File: config.mk
export PLATFORM = sky130hd
export DESIGN_NAME = mips_multicycle_control
export DESIGN_NICKNAME = d
export VERILOG_FILES = /design/src/rtl/mips_multicycle_control.sv
export SDC_FILE = /design/constraint.sdc
export NUM_CORES = 1
export LEC_CHECK = 0
export ABC_AREA = 1
export BUFFER_PORTS_ARGS = -buffer_cell sky130_fd_sc_hd__buf_2
export CORE_ASPECT_RATIO = 0.75
export CORE_MARGIN = 8
export CORE_UTILIZATION = 57
export CTS_CLUSTER_DIAMETER = 30
export CTS_CLUSTER_SIZE = 14
export DETAILED_ROUTE_END_ITERATION = 6
export PLACE_DENSITY = 0.94
export SLEW_MARGIN = 10
export SYNTH_ARGS = -nofsm -noshare
export SYNTH_HDL_FRONTEND = slang
export SYNTH_SLANG_ARGS = --single-unit
File: constraint.sdc
create_clock -name clk -period 3.45 [get_ports clk]
set_input_delay 0.1725 -clock clk [delete_from_list [all_inputs] [get_ports clk]]
set_output_delay 0.1725 -clock clk [all_outputs]
set_load 0.01 [all_outputs]
File: src/rtl/mips_multicycle_control.sv
// Multi-cycle MIPS control FSM: drives datapath selects/enables per state and counts retired instructions.
// Outputs are Moore (one cycle per state); stall or reset masks every write enable while selects track the state.
module mips_multicycle_control #(
    parameter int CNT_W = 32
) (
    input  logic             clk,
    input  logic             reset,
    input  logic [5:0]       opcode,
    input  logic [5:0]       funct,
    input  logic             zero,
    input  logic             stall,
    output logic             iord,
    output logic             mem_write,
    output logic             ir_write,
    output logic             reg_dst,
    output logic             mem_to_reg,
    output logic             reg_write,
    output logic             alu_src_a,
    output logic [1:0]       alu_src_b,
    output logic [2:0]       alu_control,
    output logic [1:0]       pc_src,
    output logic             pc_en,
    output logic [3:0]       state,
    output logic             instr_done,
    output logic             illegal,
    output logic [CNT_W-1:0] instr_count
);

    typedef enum logic [3:0] {
        S_FETCH   = 4'd0,
        S_DECODE  = 4'd1,
        S_MEMADR  = 4'd2,
        S_MEMRD   = 4'd3,
        S_MEMWB   = 4'd4,
        S_MEMWR   = 4'd5,
        S_EXECUTE = 4'd6,
        S_ALUWB   = 4'd7,
        S_BRANCH  = 4'd8,
        S_ADDIEX  = 4'd9,
        S_ADDIWB  = 4'd10,
        S_JUMP    = 4'd11
    } state_t;

    localparam logic [5:0] OP_RTYPE = 6'b000000;
    localparam logic [5:0] OP_J     = 6'b000010;
    localparam logic [5:0] OP_BEQ   = 6'b000100;
    localparam logic [5:0] OP_BNE   = 6'b000101;
    localparam logic [5:0] OP_ADDI  = 6'b001000;
    localparam logic [5:0] OP_LW    = 6'b100011;
    localparam logic [5:0] OP_SW    = 6'b101011;

    state_t           r_state;
    state_t           w_next;
    logic [CNT_W-1:0] r_count;
    logic             w_hold;
    logic             w_mem_write;
    logic             w_ir_write;
    logic             w_reg_write;
    logic             w_pc_en;
    logic             w_done;
    logic             w_illegal;

    always_ff @(posedge clk or posedge reset) begin
        if (reset) begin
            r_state <= S_FETCH;
            r_count <= '0;
        end else if (!stall) begin
            r_state <= w_next;
            if (w_done)
                r_count <= r_count + CNT_W'(1);
        end
    end

    always_comb begin
        w_next      = S_FETCH;
        iord        = 1'b0;
        reg_dst     = 1'b0;
        mem_to_reg  = 1'b0;
        alu_src_a   = 1'b0;
        alu_src_b   = 2'b00;
        alu_control = 3'b000;
        pc_src      = 2'b00;
        w_mem_write = 1'b0;
        w_ir_write  = 1'b0;
        w_reg_write = 1'b0;
        w_pc_en     = 1'b0;
        w_done      = 1'b0;
        w_illegal   = 1'b0;
        case (r_state)
            S_FETCH: begin
                w_next      = S_DECODE;
                w_ir_write  = 1'b1;
                alu_src_b   = 2'b01;
                alu_control = 3'b010;
                w_pc_en     = 1'b1;
            end
            S_DECODE: begin
                alu_src_b   = 2'b11;
                alu_control = 3'b010;
                case (opcode)
                    OP_LW, OP_SW:   w_next = S_MEMADR;
                    OP_RTYPE:       w_next = S_EXECUTE;
                    OP_BEQ, OP_BNE: w_next = S_BRANCH;
                    OP_ADDI:        w_next = S_ADDIEX;
                    OP_J:           w_next = S_JUMP;
                    default:        w_illegal = 1'b1;
                endcase
            end
            S_MEMADR: begin
                w_next      = (opcode == OP_SW) ? S_MEMWR : S_MEMRD;
                alu_src_a   = 1'b1;
                alu_src_b   = 2'b10;
                alu_control = 3'b010;
            end
            S_MEMRD: begin
                w_next = S_MEMWB;
                iord   = 1'b1;
            end
            S_MEMWB: begin
                mem_to_reg  = 1'b1;
                w_reg_write = 1'b1;
                w_done      = 1'b1;
            end
            S_MEMWR: begin
                iord        = 1'b1;
                w_mem_write = 1'b1;
                w_done      = 1'b1;
            end
            S_EXECUTE: begin
                w_next    = S_ALUWB;
                alu_src_a = 1'b1;
                case (funct)
                    6'b100010: alu_control = 3'b110;
                    6'b100100: alu_control = 3'b000;
                    6'b100101: alu_control = 3'b001;
                    6'b101010: alu_control = 3'b111;
                    default:   alu_control = 3'b010;
                endcase
            end
            S_ALUWB: begin
                reg_dst     = 1'b1;
                w_reg_write = 1'b1;
                w_done      = 1'b1;
            end
            S_BRANCH: begin
                alu_src_a   = 1'b1;
                alu_control = 3'b110;
                pc_src      = 2'b01;
                // opcode[0] distinguishes bne from beq
                w_pc_en     = zero ^ opcode[0];
                w_done      = 1'b1;
            end
            S_ADDIEX: begin
                w_next      = S_ADDIWB;
                alu_src_a   = 1'b1;
                alu_src_b   = 2'b10;
                alu_control = 3'b010;
            end
            S_ADDIWB: begin
                w_reg_write = 1'b1;
                w_done      = 1'b1;
            end
            S_JUMP: begin
                pc_src  = 2'b10;
                w_pc_en = 1'b1;
                w_done  = 1'b1;
            end
            default: w_next = S_FETCH;
        endcase
    end

    assign w_hold      = stall | reset;
    assign mem_write   = w_mem_write & ~w_hold;
    assign ir_write    = w_ir_write  & ~w_hold;
    assign reg_write   = w_reg_write & ~w_hold;
    assign pc_en       = w_pc_en     & ~w_hold;
    assign instr_done  = w_done      & ~w_hold;
    assign illegal     = w_illegal   & ~w_hold;
    assign state       = r_state;
    assign instr_count = r_count;

endmodule

### Yosys cells after proc, flatten, opt, wreduce, memory -nomap -nowiden

Index checks and enable logic that the tools add are counted.

* reductions and logical operators: 13
* eq/ne operators: 21
* bitwise logic cells: 10
* add/subtract/negate cells: 1
* mux-type cells: 18

Operators with widths (count)
* 6-bit == test (second input constant): 6
* 32-bit by 1-bit adder with 32-bit output (second input constant): 1
* 4-bit one-hot mux with 6 select lines: 1
* 4-bit one-hot mux with 5 select lines: 1
* 4-bit by 3-bit == test with 1-bit output (second input constant): 4
* 4-bit == test (second input constant): 4
* 6-bit by 3-bit == test with 1-bit output (second input constant): 2
* 3-bit one-hot mux with 4 select lines: 1
* 1-bit 2-to-1 mux: 10
* 2-bit OR reduction: 5
* 3-bit one-hot mux with 3 select lines: 1
* 4-bit by 2-bit == test with 1-bit output (second input constant): 2
* 4-bit OR reduction: 2
* 7-bit OR reduction: 1
* 1-bit bitwise AND: 6
* 6-bit by 2-bit == test with 1-bit output (second input constant): 1
* 6-bit by 4-bit == test with 1-bit output (second input constant): 1
* 6-bit zero test: 1
* 2-bit one-hot mux with 3 select lines: 1
* 6-bit OR reduction: 1
* 4-bit by 1-bit == test with 1-bit output (second input constant): 1
* 4-bit zero test: 1
* 2-bit one-hot mux with 2 select lines: 1
* 3-bit 2-to-1 mux: 1
* other kinds (6): 7

* word-level logic and storage cells: 65
* flip-flop bits (word level): 36
* input port bits: 16
* output and inout bits: 53

### Depth between registers and ports, before layout

* depth in word-level cells: 5
* depth in mapped cells: 10
* mapped depth without buffers: 10

### Worst setup path after synthesis

Ideal clock, no wire load.

* kind: in2out
* start: input port reset
* end: output port pc_en
* data arrival time: 1463 ps
* path buffers: 0
* setup slack: 1814 ps
* cell stages on the path: 3
* required time: 3277 ps
* cells stage by stage: inv_1 > nand2_1 > a21oi_1

* word-level cells in the longest chain between the ends: 3

Ends and longest elaborated chain
* from (decl): line 7 `input logic reset,`
* 1-bit bitwise OR: line 172 `assign w_hold = stall | reset;`
* 1-bit inverter: line 176 `assign pc_en = w_pc_en & ~w_hold;`
* 1-bit bitwise AND: line 176
* to (decl): line 22 `output logic pc_en,`

No other way between the ends.

### Worst setup path after layout

* start: register r_state[0] (netlist: state[0])
* end: register r_count[6] (netlist: instr_count[6])

* word-level cells in the longest chain between the ends: 4
* elaborated cells on any way between the ends: 9
* those cells by class: eq/ne: 6; mux: 1; reduce/logical: 2

Ends and longest elaborated chain
* from (decl): line 52 `state_t r_state;`
* from (signal assigned): line 68 `r_state <= w_next;`
* 4-bit == test / 4-bit by 3-bit == test with 1-bit output (equally long branches): line 89 `case (r_state)`
* 6-bit OR reduction (no source line) (*)
* 1-bit 2-to-1 mux (*): line 89
* 2-bit AND reduction (no source line) (*)
* to (signal assigned): line 70 `r_count <= r_count + CNT_W'(1);`
* to (decl): line 54 `logic [CNT_W-1:0] r_count;`

Every way passes the cells marked *; elsewhere a longest branch is shown, timed or not.
A chain may end at the register's enable or synchronous reset.

==> summary.md <==
| Metric | Value |
|---|---|
| Outcome | complete, but fails checks |
| Failing checks | hold timing |
| # IOs | 69 |
| Syn avg cell area | 6.15 sq um |
| Met3 Use GR | 0.0488 |
| Vias in the first global route | 2656 |
| Sequential area share after synthesis | 0.344 |
| Worst r2r dst | instr_count[6] |
| Vias after detailed routing | 2964 |
| Critical Path Start | state[0] |
| Setup tns final | 0 ns |
| Largest family of logic cells by synthesized area | simple AND/OR/NAND/NOR gates |
| Latest clock arrival within the worst-skew pair | 0.30 ns |
| Height of the die | 74.7 microns |
| VDD IR max | 320 uV |
| Non-filler cells, final | 555 |
| RSZ-0062 raised after global routing | false |
| Final Total Pwr | 1.25 mW |
| HP Class | input port to async pin |
| Area Overhead vs Synth | 18.5% |
| Top cells by count, synth | nand2_1 (211), nor2_1 (70), dfrtp_1 (36), inv_1 (33), nand3b_1 (18) |
| Path depth of the worst reg2reg path | 8 |
| PD cells | 402 nW/um^2 |
| Hold slack final | -0.0176 ns |
| WP data arrival | 2.38 ns |
| Layout cell share with drive strength beyond 1 | 0.177 |
| Deepest clock path buffer count | 2 |
| Core area | 4440 sq um |
| Die footprint | 7050 sq um |
| H-tree levels | 2 |
| Mapped Nets | 443 |
| Final net count | 514 |
| Grt peak-use layer | met2 |
| Clock Root Buffer | clkbuf_8 |
| Total Wirelength | 7670 microns |
| Critical path endpoint category | flip-flop |
| Post-synthesis mux area share | 0 |
| CTS sink cnt | 36 |
| Most used DFF post-synth | dfrtp_1 |
| Worst reg2reg setup slack | 1.26 ns |
| Cell area after layout | 3110 sq um |
| Placed Cells | 547 |
| CTS Hold Buffers Added | 0 |
| Count of different cell masters after synthesis | 28 |
| TritonRoute pass-1 iters | 7 |
| Total CTS buffers | 5 |
| Synth area leaders | dfrtp_1 (34%), nand2_1 (30%), nor2_1 (10%), nand3b_1 (5.2%), inv_1 (4.7%) |
| Leak pwr | 1.77 nW |
| Yosys top cell area share | 0.344 |
| Largest net degree at the start of global routing | 38 |
| YS warnings | 0 |
| Cell with the most instances after synthesis | nand2_1 |
| Post-cts resize count | 0 |
| Worst setup endpoint | instr_count[6] |
| Vias per cell | 5.34 |
| Gate Count Post-Synth | 426 |
| Yosys reg bits | 36 |
| Async S/R FF share, synth | 1.00 |
| Port bufs | 68 |
| Synth Cell Area | 2620 sq um |
| Detail Placement HPWL | 5980 microns |
| Synth Area in XOR/XNOR | 0.0401 |
| Die width | 94.3 microns |
| CTS tree | done |
| Max-slew violations | 0 |
| Final clock skew | 0.00712 ns |
| Compound-gate portion of the synthesized area | 0.0229 |
| R2r startpoint | state[0] |
| Critical path peak fanout | 30 |
| Smallest setup slack after layout | 1.26 ns |
| Dpl ws | 1.31 ns |
| Placer Congestion | 0.950 |
| First-pass GRT wire length | 12500 microns |
| Slew headroom | 0.558 |
| GRT Util Overall | 0.223 |
| Crit path kind | flip-flop to flip-flop |
| Number of enable flip-flop cells after synthesis | 0 |
| Adder-Cell Fraction of Synth Area | 0.00477 |
| Antenna Nets Post-Route | 0 |
| Remaining DRCs | 0 |
| DRT iter0 DRCs | 313 |
| Met1 usage | 0.294 |
| Initial Util | 0.590 |
| Final Hold Viols | 19 |
| Final period utilization | 0.636 |
| Placement Cell Area | 2990 sq um |
| Final setup fails | 0 |
| Post-CTS setup buffers | 0 |
| Post-DR wirelength/cell | 13.8 microns |
| Minimum clock period | 2.19 ns |
| CP Launch Type | flip-flop |
| Final Util | 0.699 |
| Clk slew on worst S/H paths | 0.07 ns |
| Site Rows | 21 |
| Max Freq | 456 MHz |
| Area leader, netlist | dfrtp_1 |
| Diodes inserted | 0 |
| Met2 usage in global routing | 0.347 |
| Crit path required time | 3.63 ns |
| Initial antenna violation count | 0 |
| Max Cap Viol | 0 |
| Simple-gate portion of the synthesized area | 0.522 |
| Worst-Margin Slew | 0.662 ns |
| Grt ovf | 0 |
kinds of logic (layout without fill, tap and decap cells):
kind of cell | Yosys count | in the layout
AND/OR/NAND/NOR | 328 | 328
buffers and inverters | 39 | 111
flip-flops | 36 | 36
XOR/XNOR | 12 | 12
AO/OA/AOI/OAI | 10 | 10
adder cells (fa/ha/maj) | 1 | 1
routing by layer:
metal / wire [microns] / up-vias / share of wire
met5: 0 / - / 0
met4: 215 / 0 / 0.028
met3: 683 / 27 / 0.089
met2: 3490 / 154 / 0.46
met1: 3280 / 1333 / 0.43
li1: - / 1450 / -
sequential cells by signal (all words and copies together), names as in the netlist:
register and cells:
instr_count 32, state 4
worst max-delay path: stages (launching register included):
cell and delay, ns:
dfrtp_1 0.44, inv_1 0.12, nand2_1 0.10, nand2_1 0.09, nand2_1 0.06, nand2_2 0.47, inv_1 0.51, nand2_1 0.20
nand2_1 0.08
final cells by class:
cell class / instances / area [sq um]
Multi-Input combinational cell: 351 / 1550
Fill cell: 378 / 1340
Sequential cell: 36 / 901
Timing Repair Buffer: 69 / 348
Inverter: 34 / 128
Tap cell: 57 / 71.3
Clock buffer: 5 / 68.8
Clock inverter: 3 / 42.5
cells in the final DEF, fill, tap and decap left out, types with 2 or more instances in the layout:
cell type,instances
nand2_1,211
nor2_1,70
buf_2,68
dfrtp_1,36
inv_1,33
nand3b_1,18
nand3_1,12
xor2_1,10
nor2_2,5
clkbuf_8,5
nand4_1,3
o21ai_0,3
a21oi_1,3
nor2_4,2
xnor2_1,2
nor3_1,2
report_power, final:
part	internal (mW)	leakage [nW]	switching (mW)
combinational	0.127	1.22	0.247
clock	0.214	0.0541	0.157
sequential	0.454	0.495	0.0506
total	0.794	1.77	0.455
worst min path at each step:
stage / from / endpoint / depth (start not counted)
final: reset / instr_count[13] / 3
after floorplan: stall / state[1] / 2
after global placement: reset / instr_count[11] / 3
after CTS: reset / instr_count[13] / 3
after detailed placement: reset / instr_count[29] / 3
after global routing: reset / instr_count[13] / 3
No activity file was read; power rests on OpenSTA's default activity.
